$ cat config.mk
export PLATFORM = sky130hd
export DESIGN_NAME = seg_scan_ctrl
export DESIGN_NICKNAME = d
export VERILOG_FILES = /design/src/rtl/seg_scan_ctrl_pkg.sv /design/src/rtl/seg_scan_ctrl_decode.sv /design/src/rtl/seg_scan_ctrl.sv
export SDC_FILE = /design/constraint.sdc
export NUM_CORES = 1
export LEC_CHECK = 0
export ABC_AREA = 1
export BUFFER_PORTS_ARGS = -buffer_cell sky130_fd_sc_hd__buf_2
export CAP_MARGIN = 20
export CORE_MARGIN = 2
export CORE_UTILIZATION = 57
export DETAILED_ROUTE_END_ITERATION = 16
export GPL_TIMING_DRIVEN = 0
export PLACE_DENSITY = 0.79
export SLEW_MARGIN = 20
export SYNTH_ARGS = -nofsm -noshare
export SYNTH_HDL_FRONTEND = slang
export SYNTH_SLANG_ARGS = --single-unit
$ cat constraint.sdc
create_clock -name clk -period 2.2 [get_ports clk]
set_input_delay 0.11 -clock clk [delete_from_list [all_inputs] [get_ports clk]]
set_output_delay 0.11 -clock clk [all_outputs]
set_load 0.01 [all_outputs]
$ cat src/rtl/seg_scan_ctrl_pkg.sv
// seg_pkg: shared segment patterns, scan FSM states and digit-select codes for the display scanner
package seg_pkg;
  typedef enum logic {ST_BLANK, ST_DRIVE} state_t;
  localparam logic [7:0] SEG_0    = 8'hC0;
  localparam logic [7:0] SEG_1    = 8'hF9;
  localparam logic [7:0] SEG_2    = 8'hA4;
  localparam logic [7:0] SEG_3    = 8'hB0;
  localparam logic [7:0] SEG_4    = 8'h99;
  localparam logic [7:0] SEG_5    = 8'h92;
  localparam logic [7:0] SEG_6    = 8'h82;
  localparam logic [7:0] SEG_7    = 8'hF8;
  localparam logic [7:0] SEG_8    = 8'h80;
  localparam logic [7:0] SEG_9    = 8'h90;
  localparam logic [7:0] SEG_DASH = 8'hBF;
  localparam logic [7:0] SEG_OFF  = 8'hFF;
  localparam logic [2:0] WEI_U    = 3'b001;
  localparam logic [2:0] WEI_T    = 3'b010;
  localparam logic [2:0] WEI_H    = 3'b100;
endpackage

$ cat src/rtl/seg_scan_ctrl_decode.sv
// seg7_decode: BCD nibble to active-low g..a segments; non-BCD shows a dash, blank forces all off
module seg7_decode
  import seg_pkg::*;
(
  input  logic [3:0] bcd_i,
  input  logic       blank_i,
  output logic [6:0] seg_o
);
  always_comb begin
    seg_o = SEG_OFF[6:0];
    if (!blank_i)
      case (bcd_i)
        4'd0:    seg_o = SEG_0[6:0];
        4'd1:    seg_o = SEG_1[6:0];
        4'd2:    seg_o = SEG_2[6:0];
        4'd3:    seg_o = SEG_3[6:0];
        4'd4:    seg_o = SEG_4[6:0];
        4'd5:    seg_o = SEG_5[6:0];
        4'd6:    seg_o = SEG_6[6:0];
        4'd7:    seg_o = SEG_7[6:0];
        4'd8:    seg_o = SEG_8[6:0];
        4'd9:    seg_o = SEG_9[6:0];
        default: seg_o = SEG_DASH[6:0];
      endcase
  end
endmodule

$ cat src/rtl/seg_scan_ctrl.sv
// seg_scan_ctrl: 3-digit multiplexed 7-segment scanner with per-slot blanking guard
// and frame-boundary req/ack loading of the displayed BCD frame
module seg_scan_ctrl
  import seg_pkg::*;
#(
  parameter int NUM_DIG   = 3,
  parameter int SLOT_CYC  = 50000,
  parameter int BLANK_CYC = 500
) (
  input  logic        clk,
  input  logic        res,
  input  logic [11:0] bcd_in,
  input  logic [2:0]  dp_in,
  input  logic        load_req,
  input  logic        lz_en,
  output logic        load_ack,
  output logic        frame_done,
  output logic [7:0]  seg,
  output logic [2:0]  wei
);
  localparam int CW = $clog2(SLOT_CYC);
  logic [CW-1:0] cnt_q, cnt_d;
  logic [1:0]    idx_q, idx_d;
  state_t        state_q, state_d;
  logic [11:0]   bcd_q;
  logic [2:0]    dp_q;
  logic [7:0]    seg_q, seg_d;
  logic [2:0]    wei_q, wei_d;
  logic          ack_q, done_q;
  logic          slot_end, frame_end, blank, dp_bit;
  logic [3:0]    dig;
  logic [6:0]    seg7;
  seg7_decode u_dec (.bcd_i(dig), .blank_i(blank), .seg_o(seg7));
  // state tracks the updated count so the registered outputs trail it by one cycle
  always_comb begin
    slot_end  = cnt_q == CW'(SLOT_CYC - 1);
    frame_end = slot_end && idx_q == 2'(NUM_DIG - 1);
    cnt_d     = slot_end ? '0 : cnt_q + 1'b1;
    idx_d     = frame_end ? 2'd0 : slot_end ? idx_q + 2'd1 : idx_q;
    state_d   = cnt_d < CW'(BLANK_CYC) ? ST_BLANK : ST_DRIVE;
    dig       = idx_q == 2'd0 ? bcd_q[3:0] : idx_q == 2'd1 ? bcd_q[7:4] : bcd_q[11:8];
    dp_bit    = idx_q == 2'd0 ? dp_q[0] : idx_q == 2'd1 ? dp_q[1] : dp_q[2];
    blank     = lz_en && ((idx_q == 2'd2 && bcd_q[11:8] == 4'd0) ||
                          (idx_q == 2'd1 && bcd_q[11:4] == 8'd0));
    seg_d     = state_q == ST_DRIVE ? {~dp_bit, seg7} : SEG_OFF;
    wei_d     = state_q == ST_BLANK ? 3'b000 :
                idx_q == 2'd0 ? WEI_U : idx_q == 2'd1 ? WEI_T : WEI_H;
  end
  always_ff @(posedge clk) begin
    if (res) begin
      cnt_q   <= '0;
      idx_q   <= '0;
      state_q <= ST_BLANK;
      bcd_q   <= '0;
      dp_q    <= '0;
      seg_q   <= SEG_OFF;
      wei_q   <= '0;
      ack_q   <= 1'b0;
      done_q  <= 1'b0;
    end else begin
      cnt_q   <= cnt_d;
      idx_q   <= idx_d;
      state_q <= state_d;
      bcd_q   <= frame_end && load_req ? bcd_in : bcd_q;
      dp_q    <= frame_end && load_req ? dp_in : dp_q;
      seg_q   <= seg_d;
      wei_q   <= wei_d;
      ack_q   <= frame_end && load_req;
      done_q  <= frame_end;
    end
  end
  assign seg        = seg_q;
  assign wei        = wei_q;
  assign load_ack   = ack_q;
  assign frame_done = done_q;
endmodule

==> summary.md <==
| Metric | Value |
|---|---|
| Outcome | `complete, no violations` |
| Commonest cells after routing, fill and taps aside | `62 x nand2_1, 47 x dfxtp_1, 43 x nor2_1` |
| CTS sink cnt | `47` |
| Number of buffers created by CTS | `5` |
| DRT antenna net count | `0` |
| Worst slew pin tran | `0.5004 ns` |
| Cell taking the most area after synthesis | `dfxtp_1` |
| Hpwl dp | `3.723 mm` |
| Slack of the critical path | `0.2067 ns` |
| Clock root buffer | `clkbuf_8` |
| Max Cap Viol | `0` |
| Vias in the first global route | `1,869` |
| WL per Instance | `11.95 um` |
| Post-place setup slack | `slightly below 0.09 ns` |
| Sequential share of the synthesized area | `0.3960` |
| Antenna diodes | `0` |
| Post-layout util | `0.6694` |
| Syn Std Cell Area | `~2400 um^2` |
| Vias per inst | `5.237` |
| CP Capture Type | `flop` |
| FILL cells | `338` |
| Initial antenna violation count | `0` |
| Die H | `68.57 um` |
| PwrDens | `approximately 530 nW/um^2` |
| Synth warn | `0` |
| Syn Nets | `approximately 360` |
| CTS tree | `done` |
| DR pass1 iterations | `4` |
| Final Hold Vio Count | `0` |
| RSZ-0062 raised after global routing | `false` |
| Clock transition at path regs | `0.08 ns` |
| CP startpoint kind | `flop` |
| Clock Skew | `0.006893 ns` |
| Routed WL | `around 5 mm` |
| Worst slew margin | `0.6664` |
| Worst Hold Class | `primary input to flop` |
| R2r endpoint | `seg[3]` |
| Clock buffer depth | `2` |
| Initial DRC count | `213` |
| Synth area leaders | `dfxtp_1 40%, nand2_1 9.8%, inv_1 6.8%` |
| Fmax | `501.7 MHz` |
| Reg2reg setup slack | `around 0.21 ns` |
| Num rows | `23` |
| Worst Hold Launch | `dp_in[2]` |
| Setup TNS | `0 ns` |
| Hold Path Sink | `dp_q[2]` |
| Crit. Startpoint | `idx_q[0]` |
| Nets | `395` |
| CP Class | `flop to flop` |
| CP Data Required Time | `2.36 ns` |
| Predominant post-synthesis flop cell | `dfxtp_1` |
| Initial core utilization | `0.5940` |
| Asr flop ratio synth | `0` |
| Input/output buffers | `30` |
| GPL Wtd Cong | `slightly below 0.9` |
| Total die area | `4701 um^2` |
| Placeable Area | `4000 um^2` |
| Worst r2r src | `idx_q[0]` |
| First-pass GRT wire length | `8.424 mm` |
| EDFF count, synth | `0` |
| Via count | `about 2,200` |
| Pleak | `roughly 1.1 nW` |
| Commonest non-fill, non-tap cell in the layout | `nand2_1` |
| Hold depth | `3` |
| Seq cells post-synth | `47` |
| Largest net degree at the start of global routing | `15` |
| DRC viols | `0` |
| Mean Syn Cell Area | `7.200 um^2` |
| Data arrival, critical path | `2.15 ns` |
| R2R cell count | `9` |
| Cells after synthesis | `330` |
| Fin crit period | `roughly 2 ns` |
| Yosys top cell area share | `0.3960` |
| Share of layout cells above drive strength 1 | `0.1848` |
| Clk_lat worst skew | `0.30 ns` |
| Die X | `just under 70 um` |
| Cell variety after synth | `34` |
| Area growth, synth to finish | `12.69%` |
| Global Route Usage Sum | `0.2373` |
| H-tree Lvls | `2` |
| Final Slew Violations | `0` |
| Boundary Pins | `32` |
| VDD IR max | `0.0004340 V` |
| Finish-stage setup viols | `0` |
| Remaining Overflow, GRT | `0` |
| CP max FO | `8` |
| Postcts setup bufs | `0` |
| Period utilisation layout | `0.9061` |
==> flip-flops by register name, summed over array words and instances (netlist names) <==
signal and cells:
frame_done 1, dp_q 3, cnt_q 16, state_q 1, wei 3, idx_q 2, bcd_q 12, seg 8
load_ack 1
==> worst max-delay path: stages (launching register included) <==
cell     delay (ns)
dfxtp_1        0.33
inv_1          0.10
ha_1           0.27
inv_2          0.12
o21ai_0        0.34
inv_1          0.16
ha_1           0.31
nand2_1        0.07
nand2_1        0.08
nand3_1        0.07
==> synthesized netlist by cell type, drive strengths merged, types with 2 or more instances <==
cell	count
a21oi	21
buf	4
clkbuf	2
dfxtp	47
ha	9
inv	45
nand2	67
nand3	29
nand4	7
nor2	51
nor3	9
o211ai	3
o21ai	28
==> cell families after synthesis <==
family / share of synthesized area
AOI/OAI and AO/OA: 0.1338
buffers and inverters: 0.08741
adders and majority gates: 0.04739
DFF: 0.3960
and+or+nand+nor: 0.3354
==> worst max path at each step <==
stage | to | slack, ns | cells past startpoint
2_1_floorplan | seg[0] | 0.37 | 11
3_3_place_gp | seg[0] | 0.13 | 10
3_5_place_dp | seg[0] | 0.09 | 11
4_1_cts | seg[0] | 0.07 | 11
5_1_grt | seg[0] | 0.003 | 8
6_report | seg[3] | 0.21 | 9
==> stage by stage <==
stage	total power, mW	hold slack, ns	cells	area (um^2)
floorplan	0.9079	0.1866	330	2376
CTS	1.433	0.04514	418	2674
finish	1.418	0.04533	418	2678
global placement	0.9315	0.3477	410	2589
global route	1.472	0.04183	418	2678
detailed placement	0.9333	0.3526	410	2589
==> layer usage <==
| metal | GRT usage | part of all wire |
|---|---|---|
| met2 | 0.3510 | 0.46 |
| met3 | 0.05519 | 0.045 |
| met1 | 0.3435 | 0.49 |
| met4 | 0.06750 | 0.0088 |
| met5 | 0 | 0 |
==> timing repair <==
item	CTS	global route
resized for setup	0	3
hold buffers	0	0
endpoints found under the setup margin	0	5
==> power breakdown <==
group	switching, mW	internal, mW	leakage [nW]
clock network	0.283	0.222	0.0412
logic	0.0318	0.0221	0.715
registers	0.00463	0.854	0.379
total	0.320	1.10	1.14
==> layout make-up <==
cell class	count	area (um^2)	area share
multi-input combinational	232	1231	0.4598
sequential	47	940.9	0.3514
inverter	45	168.9	0.06308
timing repair buffer	30	150.1	0.05607
clock buffer	6	72.57	0.02710
tap	50	62.56	0.02336
buffer	6	38.79	0.01449
clock inverter	2	12.51	0.004673
Note: power is estimated with default switching activity, not from simulation.
